===== config.mk =====
export PLATFORM = sky130hd
export DESIGN_NAME = conv2d_feeder_flat
export DESIGN_NICKNAME = d
export VERILOG_FILES = /design/src/rtl/conv2d_pkg.sv /design/src/rtl/conv2d_feeder_if.sv /design/src/rtl/conv2d_feeder_rdpipe.sv /design/src/rtl/conv2d_feeder.sv /design/src/flat_wrapper.sv
export SDC_FILE = /design/constraint.sdc
export NUM_CORES = 1
export LEC_CHECK = 0
export BUFFER_PORTS_ARGS = -buffer_cell sky130_fd_sc_hd__buf_2
export CAP_MARGIN = 20
export CORE_ASPECT_RATIO = 0.75
export CORE_UTILIZATION = 37
export DETAILED_ROUTE_END_ITERATION = 12
export HOLD_SLACK_MARGIN = 0.15
export PLACE_DENSITY = 0.88
export SETUP_SLACK_MARGIN = 0.4
export SYNTH_ARGS = -nofsm -noshare
export SYNTH_HDL_FRONTEND = slang
export SYNTH_SLANG_ARGS = --single-unit

===== constraint.sdc =====
create_clock -name clk -period 2.4 [get_ports clk]
set_clock_uncertainty 0.05 [all_clocks]
set_input_delay 0.12 -clock clk [delete_from_list [all_inputs] [get_ports clk]]
set_output_delay 0.12 -clock clk [all_outputs]
set_load 0.005 [all_outputs]

===== src/rtl/conv2d_pkg.sv =====
// conv2d_pkg: shared defaults, derived sizes and FSM encoding for the conv2d feeder.
`default_nettype none

package conv2d_pkg;

    localparam int DEF_DATA_W = 32;
    localparam int DEF_IMG_W  = 32;
    localparam int DEF_IMG_H  = 32;
    localparam int DEF_K      = 5;

    localparam int KWORDS = DEF_K * DEF_K;
    localparam int NPIX   = DEF_IMG_W * DEF_IMG_H;

    typedef enum logic [2:0] {
        IDLE   = 3'd0,
        KLOAD  = 3'd1,
        KWAIT  = 3'd2,
        STREAM = 3'd3,
        DONE   = 3'd4
    } state_t;

endpackage

`default_nettype wire


===== src/rtl/conv2d_feeder_if.sv =====
// conv2d_feeder_if: memory-side and conv2d-side signals of the feeder.
// CONV2D_FEEDER_STALL_EN adds the stall input.
`default_nettype none

interface conv2d_feeder_if #(
    parameter int DATA_W = 32,
    parameter int IMG_AW = 10,
    parameter int KER_AW = 5
);
    logic              start;
`ifdef CONV2D_FEEDER_STALL_EN
    logic              stall;
`endif
    logic              ker_rd_en;
    logic [KER_AW-1:0] ker_addr;
    logic [DATA_W-1:0] ker_rd_data;
    logic              img_rd_en;
    logic [IMG_AW-1:0] img_addr;
    logic [DATA_W-1:0] img_rd_data;
    logic              load_kernel;
    logic [DATA_W-1:0] kernel;
    logic              load_kernel_done;
    logic              data_valid_in;
    logic [DATA_W-1:0] data_in;
    logic              busy;
    logic              done;

    modport master (
        input  start,
`ifdef CONV2D_FEEDER_STALL_EN
        input  stall,
`endif
        input  ker_rd_data, img_rd_data, load_kernel_done,
        output ker_rd_en, ker_addr, img_rd_en, img_addr,
        output load_kernel, kernel, data_valid_in, data_in, busy, done
    );

    modport slave (
        output start,
`ifdef CONV2D_FEEDER_STALL_EN
        output stall,
`endif
        output ker_rd_data, img_rd_data, load_kernel_done,
        input  ker_rd_en, ker_addr, img_rd_en, img_addr,
        input  load_kernel, kernel, data_valid_in, data_in, busy, done
    );

endinterface

`default_nettype wire


===== src/rtl/conv2d_feeder_rdpipe.sv =====
// conv2d_feeder_rdpipe: aligns a 1-cycle-latency memory read with its valid strobe.
`default_nettype none

module conv2d_feeder_rdpipe #(
    parameter int DATA_W = 32
) (
    input  logic              clk,
    input  logic              rst_n,
    input  logic              rd_en,
    input  logic [DATA_W-1:0] rd_data,
    output logic              valid,
    output logic [DATA_W-1:0] data
);

    always_ff @(posedge clk or negedge rst_n) begin
        if (!rst_n) begin
            valid <= 1'b0;
        end else begin
            valid <= rd_en;
        end
    end

    // Memory output is stale between reads, so it is forced to zero when not valid.
    assign data = valid ? rd_data : '0;

endmodule

`default_nettype wire


===== src/rtl/conv2d_feeder.sv =====
// conv2d_feeder: loads a KxK kernel then streams an image into conv2d from BRAM.
// CONV2D_FEEDER_STALL_EN enables the stream stall input.
`default_nettype none

module conv2d_feeder
    import conv2d_pkg::*;
#(
    parameter int DATA_W = DEF_DATA_W,
    parameter int IMG_W  = DEF_IMG_W,
    parameter int IMG_H  = DEF_IMG_H,
    parameter int K      = DEF_K,
    parameter int IMG_AW = 10,
    parameter int KER_AW = 5
) (
    input  logic            clk,
    input  logic            rst_n,
    conv2d_feeder_if.master bus
);

    localparam int KER_WORDS = K * K;
    localparam int PIX_WORDS = IMG_W * IMG_H;
    localparam logic [KER_AW-1:0] KER_LAST = KER_AW'(KER_WORDS - 1);
    localparam logic [IMG_AW-1:0] PIX_LAST = IMG_AW'(PIX_WORDS - 1);

    state_t            state, state_nxt;
    logic [KER_AW-1:0] kcnt, kcnt_nxt;
    logic [IMG_AW-1:0] pcnt, pcnt_nxt;
    logic              done_q;
    logic              ker_rd_en, img_rd_en;
    logic              ker_valid, img_valid;
    logic              issue_ok;

`ifdef CONV2D_FEEDER_STALL_EN
    assign issue_ok = ~bus.stall;
`else
    assign issue_ok = 1'b1;
`endif

    always_ff @(posedge clk or negedge rst_n) begin
        if (!rst_n) begin
            state  <= IDLE;
            kcnt   <= '0;
            pcnt   <= '0;
            done_q <= 1'b0;
        end else begin
            state  <= state_nxt;
            kcnt   <= kcnt_nxt;
            pcnt   <= pcnt_nxt;
            done_q <= (state == DONE);
        end
    end

    always_comb begin
        state_nxt = state;
        kcnt_nxt  = kcnt;
        pcnt_nxt  = pcnt;
        ker_rd_en = 1'b0;
        img_rd_en = 1'b0;
        case (state)
            IDLE: begin
                if (bus.start) begin
                    state_nxt = KLOAD;
                    kcnt_nxt  = '0;
                end
            end
            KLOAD: begin
                ker_rd_en = 1'b1;
                if (kcnt == KER_LAST) begin
                    state_nxt = KWAIT;
                end else begin
                    kcnt_nxt = kcnt + 1'b1;
                end
            end
            KWAIT: begin
                // The last kernel word is still on the bus during the first KWAIT
                // cycle; the acknowledge only counts once it has gone out.
                if (!ker_valid && bus.load_kernel_done) begin
                    state_nxt = STREAM;
                    pcnt_nxt  = '0;
                end
            end
            STREAM: begin
                if (issue_ok) begin
                    img_rd_en = 1'b1;
                    if (pcnt == PIX_LAST) begin
                        state_nxt = DONE;
                    end else begin
                        pcnt_nxt = pcnt + 1'b1;
                    end
                end
            end
            DONE: begin
                state_nxt = IDLE;
            end
            default: begin
                state_nxt = IDLE;
            end
        endcase
    end

    conv2d_feeder_rdpipe #(.DATA_W(DATA_W)) u_ker_pipe (
        .clk     (clk),
        .rst_n   (rst_n),
        .rd_en   (ker_rd_en),
        .rd_data (bus.ker_rd_data),
        .valid   (ker_valid),
        .data    (bus.kernel)
    );

    conv2d_feeder_rdpipe #(.DATA_W(DATA_W)) u_img_pipe (
        .clk     (clk),
        .rst_n   (rst_n),
        .rd_en   (img_rd_en),
        .rd_data (bus.img_rd_data),
        .valid   (img_valid),
        .data    (bus.data_in)
    );

    assign bus.ker_rd_en     = ker_rd_en;
    assign bus.ker_addr      = (state == KLOAD)  ? kcnt : '0;
    assign bus.img_rd_en     = img_rd_en;
    assign bus.img_addr      = (state == STREAM) ? pcnt : '0;
    assign bus.load_kernel   = ker_valid;
    assign bus.data_valid_in = img_valid;
    assign bus.busy          = (state != IDLE);
    assign bus.done          = done_q;

endmodule

`default_nettype wire


===== src/flat_wrapper.sv =====
// flat-port wrapper written by rule: the top's interface ports become plain ports
module conv2d_feeder_flat import conv2d_pkg::*;
#(
    parameter int DATA_W = DEF_DATA_W,
    parameter int IMG_W  = DEF_IMG_W,
    parameter int IMG_H  = DEF_IMG_H,
    parameter int K      = DEF_K,
    parameter int IMG_AW = 10,
    parameter int KER_AW = 5
)
  (clk, rst_n, bus_start, bus_ker_rd_data, bus_img_rd_data, bus_load_kernel_done, bus_ker_rd_en, bus_ker_addr, bus_img_rd_en, bus_img_addr, bus_load_kernel, bus_kernel, bus_data_valid_in, bus_data_in, bus_busy, bus_done);
  conv2d_feeder_if #(.DATA_W(DATA_W), .IMG_AW(IMG_AW), .KER_AW(KER_AW)) bus_i ();
  input  logic clk;
  input  logic rst_n;
  input wire logic [$bits(bus_i.start)-1:0] bus_start;
  input wire logic [$bits(bus_i.ker_rd_data)-1:0] bus_ker_rd_data;
  input wire logic [$bits(bus_i.img_rd_data)-1:0] bus_img_rd_data;
  input wire logic [$bits(bus_i.load_kernel_done)-1:0] bus_load_kernel_done;
  output wire logic [$bits(bus_i.ker_rd_en)-1:0] bus_ker_rd_en;
  output wire logic [$bits(bus_i.ker_addr)-1:0] bus_ker_addr;
  output wire logic [$bits(bus_i.img_rd_en)-1:0] bus_img_rd_en;
  output wire logic [$bits(bus_i.img_addr)-1:0] bus_img_addr;
  output wire logic [$bits(bus_i.load_kernel)-1:0] bus_load_kernel;
  output wire logic [$bits(bus_i.kernel)-1:0] bus_kernel;
  output wire logic [$bits(bus_i.data_valid_in)-1:0] bus_data_valid_in;
  output wire logic [$bits(bus_i.data_in)-1:0] bus_data_in;
  output wire logic [$bits(bus_i.busy)-1:0] bus_busy;
  output wire logic [$bits(bus_i.done)-1:0] bus_done;
  assign bus_i.start = bus_start;
  assign bus_i.ker_rd_data = bus_ker_rd_data;
  assign bus_i.img_rd_data = bus_img_rd_data;
  assign bus_i.load_kernel_done = bus_load_kernel_done;
  assign bus_ker_rd_en = bus_i.ker_rd_en;
  assign bus_ker_addr = bus_i.ker_addr;
  assign bus_img_rd_en = bus_i.img_rd_en;
  assign bus_img_addr = bus_i.img_addr;
  assign bus_load_kernel = bus_i.load_kernel;
  assign bus_kernel = bus_i.kernel;
  assign bus_data_valid_in = bus_i.data_valid_in;
  assign bus_data_in = bus_i.data_in;
  assign bus_busy = bus_i.busy;
  assign bus_done = bus_i.done;
  conv2d_feeder #(.DATA_W(DATA_W), .IMG_W(IMG_W), .IMG_H(IMG_H), .K(K), .IMG_AW(IMG_AW), .KER_AW(KER_AW)) u_core (.clk(clk), .rst_n(rst_n), .bus(bus_i));
endmodule

Word-level counts from Yosys, hierarchy flattened

Cells that the tools add are included.

Logic and storage cells: 46
Output and inout bits: 85
Bits of input ports: 68
Flip-flop bits (word level): 21

Reduce and logical (&&, ||, !) cells: 9
Multiplexer cells: 17
Equal/unequal tests: 12
Add/subtract/negate cells: 2

Operator list:

| operator                                                                | number |
|---|---|
| 32-bit 2-to-1 mux                                                       | 2 |
| 10-bit 2-to-1 mux                                                       | 3 |
| 10-bit one-hot mux with 2 select lines                                  | 1 |
| 5-bit 2-to-1 mux                                                        | 3 |
| 3-bit 2-to-1 mux                                                        | 4 |
| 3-bit one-hot mux with 4 select lines                                   | 1 |
| 10-bit by 1-bit adder with 10-bit output, second input constant         | 1 |
| 10-bit == test, second input constant                                   | 1 |
| 5-bit one-hot mux with 2 select lines                                   | 1 |
| 3-bit by 2-bit == test with 1-bit output, second input constant         | 2 |
| 2-bit by 1-bit inequality test with 1-bit output, second input constant | 3 |
| 2-bit inequality test, second input constant                            | 3 |
| 3-bit AND reduction                                                     | 2 |
| 5-bit by 1-bit adder with 5-bit output, second input constant           | 1 |
| 5-bit == test, second input constant                                    | 1 |
| 4-bit AND reduction                                                     | 1 |
| 2-bit nonzero test                                                      | 2 |
| 3-bit by 1-bit == test with 1-bit output, second input constant         | 1 |
| 3-bit == test, second input constant                                    | 1 |
| 3-bit logical NOT                                                       | 1 |
| 3-bit nonzero test                                                      | 1 |
| 1-bit 2-to-1 mux                                                        | 2 |
| 1-bit logical AND                                                       | 1 |
| 1-bit logical NOT                                                       | 1 |

Logic depth before layout (Yosys ltp)

Word-level depth: 4
Mapped depth: 7
Gate-level depth less buffers: 6

By module

A second synthesis with hierarchy kept.

Cells, all modules: 198
Area, all modules: 1686.6 µm²

By module, submodules not included:

| module               | sequential area each (µm²) | cells each | area an instance (µm²) | instances |
|---|---|---|---|---|
| conv2d_feeder        | 475.5                      | 126        | 1126.1                 | 1 |
| conv2d_feeder_rdpipe | 25.0                       | 36         | 280.3                  | 2 |

Worst setup path before layout

OpenSTA, ideal clock, no wires.

Kind: register to register
Start: reg u_core.kcnt[0]
End: reg u_core.kcnt[2]
Data required time: 2.221 ns
Arrival time: 1.496 ns
Stages on the path, launching flop included: 7
Path buffers: 0
Slack: 0.725 ns
Library setup time: 0.129 ns
Period minus slack after synthesis: 1.675 ns
Path through: dfrtp_1 inv_1 ha_1 and4b_1 a2111o_1 o21ai_0 o21ai_0

Longest elaborated chain between the ends: 3
Elaborated cells on any way between the ends: 6
Those cells by class: 1 x add/sub; 2 x eq/ne; 2 x mux; 1 x reduce/logical

Ends and longest elaborated chain:

| item                                                                                | RTL line                                 | text |
|---|---|---|
| start, declared                                                                     | conv2d_feeder.sv:26                      | `logic [KER_AW-1:0] kcnt, kcnt_nxt;` |
| start signal, assigned                                                              | conv2d_feeder.sv:47                      | `kcnt <= kcnt_nxt;` |
| 5-bit by 1-bit adder with 5-bit output / 5-bit == test (equally long branches)      | conv2d_feeder.sv:71, conv2d_feeder.sv:68 |  |
| 5-bit 2-to-1 mux / 2-bit inequality test (equally long branches)                    | n/a                                      |  |
| 5-bit one-hot mux with 2 select lines / 3-bit AND reduction (equally long branches) | n/a                                      |  |

Parallel ways exist; a longest one is shown, timed or not. The select of a mux whose other input is x is not followed.
A chain may end at the register's enable or synchronous reset.

Worst setup path after layout

Same ends and word-level chain as after synthesis.

==> key figures <==
Run status
  – Status: completed

Setup path
  – Crit path max-delay cell type: a2111o_1
  – Critical Path AT: 1.93 ns
  – Worst R2R Start: u_core.kcnt[0]$_DFFE_PN0P_
  – FF-to-FF path depth: 6
  – CP endpoint kind: register
  – Reg2reg end: u_core.kcnt[2]$_DFFE_PN0P_
  – CP max stage delay: 0.49 ns
  – R2r setup slk: 0.57 ns
  – Worst-path cell chain: inv_1 > ha_1 > and4b_1 > a2111o_1 > o21ai_0 > o21ai_0
  – Critical path peak fanout: 6
  – Top cell by count, worst path: o21ai_0
  – Setup CP Type: register to register
  – WP buf/inv: 1
  – Req. time, crit path: 2.50 ns
  – Worst Setup SP: u_core.kcnt[0]$_DFFE_PN0P_
  – Critical Path Start Type: register
  – Critical path's top delay family: compound AO/OA/AOI/OAI gates

STA
  – RSZ-0062 raised after global routing: false
  – Min cycle time layout: 1.83 ns
  – Final setup viols: 0
  – Final slew viol count: 0
  – Fin. Hold Viols: 0
  – Setup TNS: 0 ns
  – Max Freq: 546 MHz
  – Fin Hold WS: 0.203 ns
  – Max_slew headroom: 0.596
  – Fin crit share: 0.764
  – Worst-margin pin slew: 0.606 ns
  – Final worst setup slack: 0.567 ns

Synthesis
  – Post-Syn Instances: 193
  – Synth Warn #: 0
  – Async set or reset register ratio after synthesis: 1.00
  – Post-synth EDFFs: 0
  – Mean Syn Cell Area: 8.43 um^2
  – Yosys reg bits: 21
  – Most common flop cell mapped by yosys: dfrtp_1
  – Synth Net Count: 264
  – Post-Syn Area: 1630 um^2
  – Seq/Total Area, Yosys: 0.323
  – Cell variety after synth: 40

Clock tree
  – Clock sinks: 21
  – Clk buf depth: 2
  – Clock slew seen by the registers of the worst setup and hold paths: 0.08 ns
  – Worst skew pair latency: 0.26 ns
  – # resized after CTS: 0
  – CTS Root Buffer Type: clkbuf_8
  – H-tree depth reported by CTS: 1
  – Num CTS Buffers: 3
  – Setup Fix Bufs, Post-CTS: 0
  – CTS tree: yes

Detailed routing
  – Via density: 4.77
  – Remaining antenna violation count after routing: 0
  – DR vias: 1899
  – 1st-pass router iterations: 4
  – Avg WL per Cell: 12.7 um
  – DR iter-0 viols: 48
  – Final WL: 5070 um
  – # DRC: 0

Global routing
  – GRT overflow: 0
  – Initial antenna violation count: 0
  – Total GRT Usage: 0.207
  – First-pass GRT wire length: 7530 um
  – Vias in the first global route: 1581
  – Largest net degree at the start of global routing: 34

Floorplanning
  – Rows: 20
  – I/O pins: 153
  – Core area: 4130 um^2
  – Initial core utilization: 0.394
  – Die Width: 78.6 um
  – Chip Height: 59.4 um
  – Die area: 4670 um^2

Finish
  – Final nets: 415
  – Layout cells sized above 1: 0.496
  – Filler Cells Inserted: 362
  – Synth-to-layout area growth: 52.7%
  – Antenna diodes: 0
  – Register area: 526 um^2
  – Commonest non-fill, non-tap cell in the layout: buf_2
  – Area of the multi-input gates: 1030 um^2
  – Most frequent cells in the layout: 152 x buf_2, 76 x and2_1, 21 x dfrtp_1, 13 x nand2_1, 7 x nand3_1

Place
  – Routability-driven placement congestion ratio: 0.801
  – IO Port Bufs: 152
  – Pre-CTS WS: 0.599 ns
  – Post-DP HPWL: 4110 um

Power
  – VDD IR-drop max: 450 uV
  – P per Cell Area: 464 nW/um^2
  – Power, Total: 1.15 mW
  – Static Leak: 1.42 nW

Worst hold path
  – HP Start: bus_start
  – Worst Hold Depth: 4
  – Worst min path class: input pin to register
  – Hold endpoint: u_core.state[0]$_DFFE_PN0P_

Job
  – Max-cap violations: 0
[cells by family (layout without fill, tap and decap cells)]
logic type	count (synthesis)	in the layout	synth area share
xor+xnor	2	2	0.0108
fa+ha+maj	3	3	0.0231
compound gates	27	27	0.130
flops	21	21	0.323
simple gates	124	124	0.468
buf+inv	16	166	0.0453
[flip-flops by register name, summed over array words and instances, names as in the netlist]
register and cells:
u_core.kcnt 5, u_core.u_img_pipe.valid 1, u_core.state 3, u_core.u_ker_pipe.valid 1
u_core.pcnt 10, u_core.bus.done 1
[metal layers]
layer  up-vias  part of all wire  GRT usage
li1        944                 -          -
met2        74              0.49      0.348
met5         -                 0          0
met4         0            0.0087     0.0582
met1       875              0.44      0.282
met3         6             0.058     0.0277
[timing repair]
action                                  in CTS  in global routing
hold buffers                                 1                  0
hold endpoints to repair                    21                  0
endpoints found under the setup margin       0                  0
[layout make-up]
type                            count  area share
Clock buffer                        3      0.0166
Clock inverter                      1     0.00201
Inverter                            7      0.0126
Multi-Input combinational cell    156       0.414
Sequential cell                    21       0.211
Tap cell                           55      0.0277
Timing Repair Buffer              155       0.316
[how the worst max path moves through the flow]
stage	depth (start not counted)	to	slack, ns
2_1_floorplan	6	u_core.kcnt[2]$_DFFE_PN0P_	0.73
3_3_place_gp	6	u_core.kcnt[2]$_DFFE_PN0P_	0.66
3_5_place_dp	6	u_core.kcnt[2]$_DFFE_PN0P_	0.60
4_1_cts	6	u_core.kcnt[2]$_DFFE_PN0P_	0.57
5_1_grt	6	u_core.kcnt[2]$_DFFE_PN0P_	0.41
6_report	6	u_core.kcnt[2]$_DFFE_PN0P_	0.57
[power by group]
group | total (mW) | switching [mW] | internal [mW]
sequential | 0.505 | 0.0964 | 0.409
clock | 0.236 | 0.120 | 0.116
combinational | 0.413 | 0.183 | 0.230
total | 1.15 | 0.400 | 0.754
[worst reg2reg max path, cell delays in order (launching register included)]
cell	delay [ns]
dfrtp_1	0.44
inv_1	0.06
ha_1	0.19
and4b_1	0.22
a2111o_1	0.49
o21ai_0	0.17
o21ai_0	0.10
[cells in the mapped netlist, types with 2 or more instances]
master	count	share of area
a211o_2	3	0.018
clkbuf_1	7	0.016
or3_1	2	0.0077
a31oi_1	2	0.0077
nor3_1	3	0.0092
nor2b_1	3	0.012
and2_1	76	0.29
nand2_1	13	0.030
and2_2	2	0.0092
o21ai_0	6	0.018
a21oi_1	4	0.012
nand3_1	7	0.022
a22o_1	4	0.022
ha_1	3	0.023
xnor2_1	2	0.011
nor2_1	6	0.014
nor4_1	2	0.0077
inv_1	6	0.014
dfrtp_1	21	0.32
[metrics by stage]
step | std cells | utilization | instance area [um^2]
floorplan | 193 | - | 1630
global placement | 393 | 0.588 | 2430
detailed placement | 393 | 0.588 | 2430
CTS | 398 | 0.602 | 2490
global route | 398 | 0.602 | 2490
finish | 398 | 0.602 | 2490
Note: power is estimated with default switching activity, not from simulation.
